### config.mk
export PLATFORM = sky130hd
export DESIGN_NAME = dcache_wb_master
export DESIGN_NICKNAME = d
export VERILOG_FILES = /design/src/rtl/dcache_pkg.sv /design/src/rtl/dcache_wb_master.sv
export SDC_FILE = /design/constraint.sdc
export NUM_CORES = 1
export LEC_CHECK = 0
export BUFFER_PORTS_ARGS = -buffer_cell sky130_fd_sc_hd__buf_2
export CAP_MARGIN = 20
export CORE_MARGIN = 2
export CORE_UTILIZATION = 42
export CTS_BUF_LIST = sky130_fd_sc_hd__clkbuf_8
export DETAILED_ROUTE_END_ITERATION = 16
export PLACE_DENSITY = 0.79
export SYNTH_ARGS = -nofsm -noshare
export SYNTH_HDL_FRONTEND = slang
export SYNTH_SLANG_ARGS = --single-unit
### constraint.sdc
create_clock -name clk -period 3 [get_ports clk]
set_input_delay 0.3 -clock clk [delete_from_list [all_inputs] [get_ports clk]]
set_output_delay 0.3 -clock clk [all_outputs]
set_load 0.01 [all_outputs]
### src/rtl/dcache_pkg.sv
`default_nettype none
// +----------------------------------------------------------------------------+
// | Package     : dcache_pkg                                                   |
// | Description : Shared types and constants for the dcache Wishbone master:   |
// |               FSM state encoding, error/invalid data pattern, byte-select. |
// | Revision    : 1.0 - initial release                                        |
// +----------------------------------------------------------------------------+
package dcache_pkg;

  // Two-state bus master FSM; explicit 1-bit encoding.
  typedef enum logic [0:0] {
    IDLE = 1'b0,
    BUS  = 1'b1
  } dcwb_state_e;

  // Returned as read data whenever a transaction completes with an error.
  localparam logic [31:0] INVALID_ADDR = 32'hDEAD_BEEF;

  // Only full-word accesses are issued.
  localparam logic [3:0]  WB_SEL_FULL  = 4'hF;

  // Width of the optional watchdog counter.
  localparam int          TMO_CNT_W    = 16;

endpackage : dcache_pkg
`default_nettype wire

### src/rtl/dcache_wb_master.sv
`default_nettype none
// +----------------------------------------------------------------------------+
// | Module      : dcache_wb_master                                             |
// | Description : Wishbone B4 classic single-beat master behind the dcache     |
// |               MSHR queue. Accepts one load/writeback request pulse, runs   |
// |               one bus cycle, returns read data with a one-cycle valid.     |
// | Ports       : clk, rst (async, active-high)                                |
// |               req/we/addr/wdata      - request from MSHR head entry        |
// |               rdata/valid/err        - registered completion              |
// |               busy                   - transaction in flight              |
// |               drop_err               - sticky: req arrived while busy     |
// |               wb_*_o / wb_*_i        - Wishbone master interface          |
// | Options     : DCWB_TIMEOUT_EN - enables the BUS-state watchdog, which      |
// |               ends a stalled cycle after TIMEOUT_CYCLES with err=1.        |
// | Revision    : 1.0 - initial release                                        |
// +----------------------------------------------------------------------------+
module dcache_wb_master
  import dcache_pkg::*;
#(
  parameter int ADDR_W         = 32,
  parameter int DATA_W         = 32,
  parameter int TIMEOUT_CYCLES = 255
) (
  input  logic              clk,
  input  logic              rst,
  input  logic              req,
  input  logic              we,
  input  logic [ADDR_W-1:0] addr,
  input  logic [DATA_W-1:0] wdata,
  output logic [DATA_W-1:0] rdata,
  output logic              valid,
  output logic              err,
  output logic              busy,
  output logic              drop_err,
  output logic              wb_cyc_o,
  output logic              wb_stb_o,
  output logic              wb_we_o,
  output logic [ADDR_W-1:0] wb_adr_o,
  output logic [DATA_W-1:0] wb_dat_o,
  output logic [3:0]        wb_sel_o,
  input  logic [DATA_W-1:0] wb_dat_i,
  input  logic              wb_ack_i,
  input  logic              wb_err_i
);

  // Byte-offset bits are discarded at capture: word-aligned accesses only.
  localparam logic [ADDR_W-1:0] c_addr_mask = {{(ADDR_W-2){1'b1}}, 2'b00};

  if (DATA_W != 32 || TIMEOUT_CYCLES < 1 || TIMEOUT_CYCLES > (1 << TMO_CNT_W)) begin : g_param_check
    $error("dcache_wb_master: unsupported DATA_W or TIMEOUT_CYCLES");
  end

  dcwb_state_e       r_state;
  dcwb_state_e       w_state_nxt;
  logic              r_we;
  logic [ADDR_W-1:0] r_addr;
  logic [DATA_W-1:0] r_wdata;
  logic              w_accept;
  logic              w_done;
  logic              w_done_err;
  logic              w_drop;
  logic              w_timeout;

  // --------------------------------------------------------------------------
  // Optional watchdog. Counts BUS cycles that saw neither ack nor err; the
  // count restarts on every accepted request.
  // --------------------------------------------------------------------------
`ifdef DCWB_TIMEOUT_EN
  logic [TMO_CNT_W-1:0] r_tmo_cnt;

  always_ff @(posedge clk or posedge rst) begin
    if (rst) begin
      r_tmo_cnt <= '0;
    end else if (w_accept) begin
      r_tmo_cnt <= '0;
    end else if (r_state == BUS && !wb_ack_i && !wb_err_i) begin
      r_tmo_cnt <= r_tmo_cnt + 1'b1;
    end
  end

  assign w_timeout = (r_state == BUS) &&
                     (r_tmo_cnt == TMO_CNT_W'(TIMEOUT_CYCLES - 1));
`else
  assign w_timeout = 1'b0;
`endif

  // --------------------------------------------------------------------------
  // FSM state register
  // --------------------------------------------------------------------------
  always_ff @(posedge clk or posedge rst) begin
    if (rst) begin
      r_state <= IDLE;
    end else begin
      r_state <= w_state_nxt;
    end
  end

  // --------------------------------------------------------------------------
  // FSM next-state / completion decode. Slave error beats ack; ack beats the
  // watchdog, so a late ack on the final watchdog cycle still succeeds.
  // --------------------------------------------------------------------------
  always_comb begin
    w_state_nxt = r_state;
    w_accept    = 1'b0;
    w_done      = 1'b0;
    w_done_err  = 1'b0;
    case (r_state)
      IDLE: begin
        if (req) begin
          w_accept    = 1'b1;
          w_state_nxt = BUS;
        end
      end
      BUS: begin
        if (wb_err_i) begin
          w_done      = 1'b1;
          w_done_err  = 1'b1;
          w_state_nxt = IDLE;
        end else if (wb_ack_i) begin
          w_done      = 1'b1;
          w_state_nxt = IDLE;
        end else if (w_timeout) begin
          w_done      = 1'b1;
          w_done_err  = 1'b1;
          w_state_nxt = IDLE;
        end
      end
      default: w_state_nxt = IDLE;
    endcase
  end

  // A request during BUS (including the completing cycle) is not accepted.
  assign w_drop = req && (r_state == BUS);

  // --------------------------------------------------------------------------
  // Holding registers and registered completion outputs
  // --------------------------------------------------------------------------
  always_ff @(posedge clk or posedge rst) begin
    if (rst) begin
      r_we     <= 1'b0;
      r_addr   <= '0;
      r_wdata  <= '0;
      rdata    <= '0;
      valid    <= 1'b0;
      err      <= 1'b0;
      drop_err <= 1'b0;
    end else begin
      valid <= w_done;
      err   <= w_done_err;
      if (w_accept) begin
        r_we    <= we;
        r_addr  <= addr & c_addr_mask;
        r_wdata <= wdata;
      end
      // Writes leave rdata untouched unless they fail.
      if (w_done) begin
        if (w_done_err) begin
          rdata <= DATA_W'(INVALID_ADDR);
        end else if (!r_we) begin
          rdata <= wb_dat_i;
        end
      end
      if (w_drop) begin
        drop_err <= 1'b1;
      end
    end
  end

  // --------------------------------------------------------------------------
  // Bus outputs: cyc/stb follow the state register, everything else comes
  // from the holding registers so it is stable for the whole cycle.
  // --------------------------------------------------------------------------
  assign busy     = (r_state == BUS);
  assign wb_cyc_o = busy;
  assign wb_stb_o = busy;
  assign wb_we_o  = r_we;
  assign wb_adr_o = r_addr;
  assign wb_dat_o = r_wdata;
  assign wb_sel_o = WB_SEL_FULL;

endmodule : dcache_wb_master
`default_nettype wire

=== After elaboration in Yosys (flattened, before gate mapping) ===
Cells that the tools add are included.
W data, S select, Z words.

* Bits of input ports: 102
* Register bits after elaboration: 99

* Bitwise operators: 1
* Muxes and demuxes: 12
* Reduce and logical (&&, ||, !) cells: 2
* Equal/unequal tests: 1

{| class="wikitable"
|+ Operators with widths
! kind !! count
|-
| $mux W32 || 2
|-
| $mux W1 || 9
|-
| $ne A2 B1 Y1 const B || 1
|-
| $pmux W1 S2 || 1
|-
| $reduce_and A2 Y1 || 1
|-
| $logic_and A1 B1 Y1 || 1
|-
| $not A1 Y1 || 1
|}

=== Longest topological paths before layout ===
Gate-level depths: netlist (run 1).

* Depth after elaboration: 4
* Gate-level depth with buffers: 4

=== Worst setup path before layout (run 1) ===
OpenSTA, ideal clock, no wires.

* Path type: reg-to-reg
* From: register r_state (netlist: busy)
* To: register r_addr[10] (netlist: wb_adr_o[10])
* Period minus slack after synthesis: 1.385 ns
* Arrival time: 1.258 ns
* Buffers on the path: 2
* Setup time: 0.128 ns
* Setup slack: 1.615 ns
* Stages on the path, launching flop included: 5
* Path through: dfrtp_1 nor2b_1 buf_2 buf_4 mux2_1

* Cells in the longest elaborated chain, start to end: 1

{| class="wikitable"
|+ Ends and longest elaborated chain
! item !! RTL line !! text
|-
| start: declaration || dcache_wb_master.sv:53 || <nowiki>dcwb_state_e r_state;</nowiki>
|-
| start signal: assignment || dcache_wb_master.sv:94 || <nowiki>r_state <= w_state_nxt;</nowiki>
|-
| $mux W1 || dcache_wb_master.sv:107 || <nowiki>case (r_state)</nowiki>
|-
| end signal: assignment || dcache_wb_master.sv:152 || <nowiki>r_addr <= addr & c_addr_mask;</nowiki>
|-
| end: declaration || dcache_wb_master.sv:56 || <nowiki>logic [ADDR_W-1:0] r_addr;</nowiki>
|}

No other way between the ends.
A chain may end at the register's enable or synchronous reset.

=== Worst setup path in the final report (run 1) ===
* From: register r_we (netlist: wb_we_o)
* To: register rdata[3]

* Cells in the longest elaborated chain, start to end: 2

{| class="wikitable"
|+ Ends and longest elaborated chain
! item !! RTL line !! text
|-
| start: declaration || dcache_wb_master.sv:55 || <nowiki>logic r_we;</nowiki>
|-
| start signal: assignment || dcache_wb_master.sv:151 || <nowiki>r_we <= we;</nowiki>
|-
| $ne A2 B1 Y1 (no source line) || -- ||
|-
| $reduce_and A2 Y1 (no source line) || -- ||
|-
| end signal: assignment || dcache_wb_master.sv:158 || <nowiki>rdata <= DATA_W'(INVALID_ADDR);</nowiki>
|-
| end signal: assignment || dcache_wb_master.sv:160 || <nowiki>rdata <= wb_dat_i;</nowiki>
|-
| end: declaration || dcache_wb_master.sv:30 || <nowiki>output logic [DATA_W-1:0] rdata,</nowiki>
|}

No other way between the ends.

==> results of run 1 <==
-- stage by stage --
stage	cells	worst slack, ps	util [%]
global placement	542	1170	55.6
CTS	558	1070	57.9
detailed placement	542	1080	55.6
global route	558	956	57.9
floorplan	252	110	-
finish	558	1090	57.9
-- final cells by class --
class                      instances  area, um^2
multi-input combinational        127        1220
sequential                        99        2480
clock buffer                      10         138
clock inverter                     6        68.8
tap                              108         135
timing repair buffer             204        1040
inverter                           4        17.5
fill                             735        3700
-- metal layers --
metal	part of all wire [%]	up-vias	global-route usage [%]
met1	39	1344	20.0
li1	-	1287	-
met2	52	123	32.2
met5	0	-	0
met4	0.93	0	4.43
met3	8.0	7	5.90
-- cells in the mapped netlist --
cell type / count / share of area (%)
o21a_1: 1 / 0.20
mux2_2: 4 / 1.2
nor3b_2: 1 / 0.33
nor2b_1: 2 / 0.33
o21ai_2: 1 / 0.23
nand3b_2: 1 / 0.29
dfrtp_1: 99 / 65
and3b_1: 1 / 0.23
and2b_1: 1 / 0.20
buf_4: 15 / 2.9
o22a_1: 33 / 7.5
inv_1: 4 / 0.39
mux2_1: 59 / 17
and2_1: 1 / 0.16
a22oi_1: 3 / 0.59
nand2b_1: 1 / 0.16
nor2_1: 1 / 0.098
conb_1: 2 / 0.20
nand3b_1: 1 / 0.20
buf_2: 5 / 0.65
clkbuf_1: 2 / 0.20
a21o_1: 2 / 0.39
o22ai_1: 3 / 0.49
a22o_1: 5 / 1.1
-- cell families after synthesis --
kind of cell	synth area share, %
DFF	64.6
AOI/OAI and AO/OA	10.6
muxes	18.5
other	0.196
and+or+nand+nor	1.99
buffers and inverters	4.17
-- worst paths after layout --
check	end	depth (start not counted)	start	slack, ps
max in group asynchronous	wb_dat_o[21]	3	rst	2280
setup reg to reg	rdata[3]	3	wb_we_o	1090
setup / recovery	rdata[3]	3	wb_we_o	1090
min in group clk	wb_dat_o[9]	2	wdata[9]	150
hold reg to reg	drop_err	1	drop_err	480
hold / removal	wb_adr_o[18]	2	rst	20
-- registers in the layout, summed over array words and instances (netlist names) --
| signal | cells |
|---|---|
| drop_err | 1 |
| busy | 1 |
| wb_dat_o | 32 |
| err | 1 |
| wb_we_o | 1 |
| rdata | 32 |
| valid | 1 |
| wb_adr_o | 30 |
-- critical path, stage by stage (launching register included) --
cell	delay, ps
dfrtp_1	420
and2b_1	480
nand3b_1	510
o22a_1	380
-- placed cells by master, fill, tap and decap left out, drive strengths merged --
cell type / count
and2b: 1
nand2b: 1
bufinv: 1
a21o: 2
o22a: 33
nor2b: 2
nor3b: 1
nand3b: 2
clkbuf: 10
inv: 9
and3b: 1
dfrtp: 99
o21a: 1
and2: 1
a22o: 5
a22oi: 3
mux2: 63
conb: 6
nor2: 1
o22ai: 3
o21ai: 1
buf: 204
-- power by group through the flow --
stage,clock network (W),logic [W],registers [W]
finish,0.000885,0.000858,0.00173
global route,0.000976,0.000943,0.00176
CTS,0.000911,0.000875,0.00173
detailed placement,0,0.000875,0.00175
global placement,0,0.000850,0.00173
floorplan,0,0.000355,0.00187
==> flow_summary.ini, run 1 <==
[timing]
tns_ps = 0
max_slew_margin_pct = 59.3
finalCriticalPeriod_ps = 1910
rsz0062_at_grt = false
tightest_slew_ps = 608
final-setup-viol-count = 0
finalCritPeriodShare_pct = 63.5
hold_viol_final = 0
slew_violations = 0
fmax_mhz = 525
holdWs_ps = 21.5
skew_ps = 13.5

[drt]
vias = 2761
route.detailed.drc = 0
post_drt_wl_per_cell_um = 15.4
ant_nets = 0
wl_um = 8590
dr.pass1.iters = 4
first_iter_violations = 56
vias_per_cell = 4.95

[finish]
post-route-cell-area_mm2 = 0.00510
nets = 547
drive_gt1_share_pct = 50.7
diodes = 0
syn_to_final_growth_pct = 33.0

[setup_path]
worst-path-max-fanout = 15
arrival_ps = 2140
end_kind = flop
path_class = reg -> reg
start_kind = flop
crit_required_ps = 3230

[placed_design]
io_buffer_count = 200
routabilityCongestion = 0.736
dp_hpwl_um = 6410
placed_cell_area_mm2 = 0.00489

[floorplanning]
initial_utilization_pct = 43.6
dieHeight_um = 99.6
coreArea_mm2 = 0.00881
die_width_um = 99.6
rows = 34
dieArea_mm2 = 0.00991
ios = 209

[power]
p_sw_share_pct = 29.8
power.leakage_nw = 2.45
ir_drop_v = 0.000304
pwr-share-comb_pct = 24.7
pwr-share-clk_pct = 25.5
seqPwrFrac_pct = 49.8
p_switching_w = 0.00104
pwr_density_cell_mw_per_mm2 = 680
total_power_w = 0.00347
p_int_w = 0.00244

[clocking]
cts.clk_slew.worst_paths_ps = 100
htree_levels = 3
clk_root_buffer_cell = clkbuf_8
cts_buffers = 9
postCtsSetupRepairBufs = 0
clockBufferDepth = 2
clk_latency_ps = 360
cts_resized = 0
numClockSinks = 99
cts_tree = done
holdBufCountCts = 0

[grt]
overflow = 0
grt_max_degree = 51
track_usage_pct = 17.7
first_global_vias = 2851
grt_pass1_wl_um = 13900
antenna_found_initial = 0

[synth]
syn_area_per_cell_um2 = 15.5
yosysWarnings = 0
synth_area_mm2 = 0.00384
ys_types = 24
synth_seq_cells = 99
ys_seq_area_share_pct = 64.6
synth_cells = 248

[job]
cap_violations = 0

[hold_path]
hp-class = in -> async

[outcome]
status = completed
(Power assumes the default switching activity.)
==> inputs of run 2 (changes only) <==
--- a/config.mk
+++ b/config.mk
@@ -8,10 +8,10 @@
 export BUFFER_PORTS_ARGS = -buffer_cell sky130_fd_sc_hd__buf_2
 export CAP_MARGIN = 20
 export CORE_MARGIN = 2
-export CORE_UTILIZATION = 42
+export CORE_UTILIZATION = 46
 export CTS_BUF_LIST = sky130_fd_sc_hd__clkbuf_8
 export DETAILED_ROUTE_END_ITERATION = 16
-export PLACE_DENSITY = 0.79
+export PLACE_DENSITY = 0.82
 export SYNTH_ARGS = -nofsm -noshare
 export SYNTH_HDL_FRONTEND = slang
 export SYNTH_SLANG_ARGS = --single-unit
==> constraint.sdc (replaced) <==
create_clock -name clk -period 1.93 [get_ports clk]
set_input_delay 0.193 -clock clk [delete_from_list [all_inputs] [get_ports clk]]
set_output_delay 0.193 -clock clk [all_outputs]
set_load 0.01 [all_outputs]
==> flow_summary.ini, run 2 (synthesis results as in run 1) <==
[setup_path]
start_kind = flop
path_class = reg -> out
arrival_ps = 1420
crit_required_ps = 1740
end_kind = output port
worst-path-max-fanout = 14

[drt]
wl_um = 8440
dr.pass1.iters = 4
ant_nets = 0
first_iter_violations = 61
vias_per_cell = 4.99
route.detailed.drc = 0
route.met3.wl_um = 771
vias = 2784
wirelength_met1_um = 3240
met2_wirelength_um = 4240
top_layer_used = met4
post_drt_wl_per_cell_um = 15.1

[clocking]
postCtsSetupRepairBufs = 0
clk_root_buffer_cell = clkbuf_8
holdBufCountCts = 0
numClockSinks = 99
cts_tree = done
clockBufferDepth = 2
cts_buffers = 9
htree_levels = 3
clk_latency_ps = 350
cts.clk_slew.worst_paths_ps = 100
cts_resized = 0

[timing]
max_slew_margin_pct = 56.2
tns_ps = 0
finalCriticalPeriod_ps = 1620
fin_ws_ps = 314
skew_ps = 8.50
rsz0062_at_grt = false
hold_viol_final = 0
slew_violations = 0
tightest_slew_ps = 658
finalCritPeriodShare_pct = 83.7
final-setup-viol-count = 0
fmax_mhz = 619

[floorplanning]
dieArea_mm2 = 0.00909
initial_utilization_pct = 47.2
rows = 33
die_width_um = 95.3
coreArea_mm2 = 0.00813
dieHeight_um = 95.3
ios = 209

[finish]
drive_gt1_share_pct = 51.2
syn_to_final_growth_pct = 33.3
layout_common_cells = buf_2, dfrtp_1, mux2_1
layout_commonest_cell = buf_2
post-route-cell-area_mm2 = 0.00511
diodes = 0
nets = 550
stdcell_count = 558
fin_util_pct = 62.9

[grt]
antenna_found_initial = 0
first_global_vias = 2762
grt_max_degree = 53
track_usage_pct = 18.4
overflow = 0
grt_pass1_wl_um = 12700

[power]
p_switching_w = 0.00158
p_int_w = 0.00369
pwr-share-clk_pct = 23.4
pwr-share-comb_pct = 25.5
p_sw_share_pct = 29.9
ir_drop_v = 0.000617
power.leakage_nw = 2.44
pwr_density_cell_mw_per_mm2 = 1030
seqPwrFrac_pct = 51.1

[outcome]
status = completed

[placed_design]
io_buffer_count = 200
routabilityCongestion = 0.750
placed_cell_area_mm2 = 0.00493
place_ws_ps = 359
placed_cells = 542
dp_hpwl_um = 6410

[hold_path]
hp-class = in -> async

[job]
cap_violations = 0
## run 2: changes by cell type in the layout (fill, tap and decap cells not counted), sizes merged
| cell | delta |
|---|---|
| bufinv | -1 |
| clkinv | +1 |
| buf | +3 |
| inv | -5 |
| clkbuf | +1 |
| clkinvlp | +4 |
## run 2: stage by stage
stage	power, W	hold WS [ps]
after floorplan	0.00346	314
after global placement	0.00403	402
after detailed placement	0.00410	409
after CTS	0.00534	15.3
after global routing	0.00558	31.8
final	0.00527	7.08
## run 2: metal layers
metal,GRT usage (%),vias up
li1,-,1285
met1,20.4,1346
met2,32.4,137
met3,5.85,16
met4,7.85,0
met5,0,-
## run 2: worst max-delay path: stages (launching register included)
cell and delay [ps]:
dfrtp_1 650, buf_4 280, buf_2 150
## run 2: layout make-up
class                           count  area, um^2
Clock buffer                       11         151
Sequential cell                    99        2480
Inverter                            4        18.8
Tap cell                          105         131
Timing Repair Buffer              207        1080
Multi-Input combinational cell    127        1220
Clock inverter                      5        36.3
Fill cell                         628        3020
## run 2: power by group through the flow
stage / clock, W / sequential, W / combinational, W
floorplan: 0 / 0.00290 / 0.000553
global placement: 0 / 0.00270 / 0.00133
detailed placement: 0 / 0.00273 / 0.00137
CTS: 0.00128 / 0.00269 / 0.00137
global route: 0.00136 / 0.00274 / 0.00148
finish: 0.00123 / 0.00269 / 0.00134
## run 2: worst paths after layout
kind	startpoint	to	slack, ps	cells past startpoint
max	busy	busy	310	2
min	rst	wb_dat_o[13]	7	3
max reg2reg	wb_we_o	rdata[11]	370	4
min reg2reg	drop_err	drop_err	480	1
max in group asynchronous	rst	rdata[22]	1440	3
min in group clk	wdata[24]	wb_dat_o[24]	50	2
==> inputs of run 3 (changes only) <==
--- a/config.mk
+++ b/config.mk
@@ -5,13 +5,14 @@
 export SDC_FILE = /design/constraint.sdc
 export NUM_CORES = 1
 export LEC_CHECK = 0
+export ABC_AREA = 1
 export BUFFER_PORTS_ARGS = -buffer_cell sky130_fd_sc_hd__buf_2
 export CAP_MARGIN = 20
 export CORE_MARGIN = 2
-export CORE_UTILIZATION = 46
+export CORE_UTILIZATION = 43
 export CTS_BUF_LIST = sky130_fd_sc_hd__clkbuf_8
 export DETAILED_ROUTE_END_ITERATION = 16
-export PLACE_DENSITY = 0.82
+export PLACE_DENSITY = 0.79
 export SYNTH_ARGS = -nofsm -noshare
 export SYNTH_HDL_FRONTEND = slang
 export SYNTH_SLANG_ARGS = --single-unit
==> constraint.sdc (replaced) <==
create_clock -name clk -period 1.4 [get_ports clk]
set_input_delay 0.14 -clock clk [delete_from_list [all_inputs] [get_ports clk]]
set_output_delay 0.14 -clock clk [all_outputs]
set_load 0.01 [all_outputs]
==> flow_summary.ini, run 3 <==
[finish]
fillCellCount = 796
drive_gt1_share_pct = 33.8
post-route-cell-area_mm2 = 0.00585
syn_to_final_growth_pct = 38.2
layout_common_cells = buf_2, nand2_1, nand3_1
nets = 804
diodes = 0
fin_util_pct = 60.4
layout_commonest_cell = buf_2

[floorplanning]
coreArea_mm2 = 0.00968
die_width_um = 103
dieArea_mm2 = 0.0107
ios = 209
rows = 36
dieHeight_um = 103
initial_utilization_pct = 43.7

[grt]
grt_pass1_wl_um = 18000
first_global_vias = 3902
grt_max_degree = 63
track_usage_pct = 21.6
antenna_found_initial = 0
overflow = 0

[power]
pwr_density_cell_mw_per_mm2 = 1760
ir_drop_v = 0.000800
power.leakage_nw = 3.45

[drt]
ant_nets = 0
route.detailed.drc = 0
dr.pass1.iters = 4
vias_per_cell = 4.88
post_drt_wl_per_cell_um = 13.9
first_iter_violations = 165
vias = 4103
wl_um = 11700

[timing]
slew_violations = 0
finalCriticalPeriod_ps = 1270
skew_ps = 7.33
final-setup-viol-count = 0
rsz0062_at_grt = false
fmax_mhz = 785
tns_ps = 0
hold_viol_final = 0
holdWs_ps = 20.8
finalCritPeriodShare_pct = 91.0

[synth]
synth_cells = 489
synth_edf_count = 0
ys_top_cells_by_area = dfrtp_1, nand2_1, nand3_1
ys_types = 16
async_reset_ff_share_pct = 100
yosysWarnings = 0
synth_top_area_share_pct = 58.5
synthTopCellsByCount = nand2_1, nand3_1, dfrtp_1
netlist.top_cell.by_area = dfrtp_1
synth_area_mm2 = 0.00423
ys_seq_area_share_pct = 58.5
synth_seq_cells = 99
ys.flop_type = dfrtp_1
yosys.cell_count.top_type = nand2_1
syn_area_per_cell_um2 = 8.65

[setup_path]
r2r_slack_ps = 150
start_kind = flop
crit_required_ps = 1260
path_class = reg -> out
arrival_ps = 1130
worst-path-max-fanout = 7
end_kind = output port

[clocking]
cts.clk_slew.worst_paths_ps = 90
numClockSinks = 99
cts_buffers = 9
clockBufferDepth = 2
htree_levels = 3
clk_latency_ps = 350
clk_root_buffer_cell = clkbuf_8
cts_tree = done

[outcome]
status = completed

[placed_design]
routabilityCongestion = 0.769
placed_cell_area_mm2 = 0.00535
io_buffer_count = 200
dp_hpwl_um = 7850

[hold_path]
hp-class = in -> reg

[job]
cap_violations = 0
-- run 3: critical path, cell delays in order (launching register included) --
cell and delay [ps]:
dfrtp_2 490, buf_4 170, buf_2 130
-- run 3: kinds of logic (layout without fill, tap and decap cells) --
logic type,Yosys count,count (layout),share of synthesized area [%]
buf+inv,70,284,8.37
compound gates,2,2,0.296
simple gates,316,316,32.6
flops,99,99,58.5
other cells,2,6,0.177
-- run 3: metal layers --
layer  vias to the layer above  share of wire (%)  wire [um]  global-route usage [%]
li1                       1955                  -          -                       -
met4                         0                1.6        186                    8.10
met5                         -                  0          0                       0
met2                       185                 48       5670                    36.6
met3                        17                8.4        980                    5.58
met1                      1946                 42       4870                    26.6
-- run 3: timing repair --
| action | CTS | global route |
|---|---|---|
| endpoints found under the setup margin | 1 | 0 |
| resized for setup | 1 | 0 |
| endpoints found under the hold margin | 125 | 0 |
| setup buffers | 0 | 0 |
| hold buffers | 27 | 0 |
-- run 3: report_power, final --
group / switching [W] / internal [W]
Clock: 0.000924 / 0.00110
Combinational: 0.00225 / 0.00153
Sequential: 0.000597 / 0.00388
-- run 3: final cells by class --
cell class                 count  area, um^2  area share, %
sequential                    99        2480           42.4
clock inverter                 5        76.3           1.30
timing repair buffer         239        1450           24.8
tap                          133         166           2.84
multi-input combinational    324        1420           24.2
clock buffer                  11         151           2.59
inverter                      29         113           1.93
-- run 3: per-stage QoR --
stage,worst slack [ps],instances,power [W]
after floorplan,84.4,493,0.00656
after global placement,133,797,0.00806
after detailed placement,78.4,797,0.00823
after CTS,89.2,840,0.0103
after global routing,47.2,840,0.0110
final,126,840,0.0103
-- run 3: final timing paths --
check,from,endpoint,depth (start not counted)
max,busy,busy,2
min,addr[3],wb_adr_o[3],3
max reg2reg,busy,wb_dat_o[23],5
min reg2reg,drop_err,drop_err,1
max in group asynchronous,rst,wb_dat_o[31],4
min in group asynchronous,rst,rdata[19],4
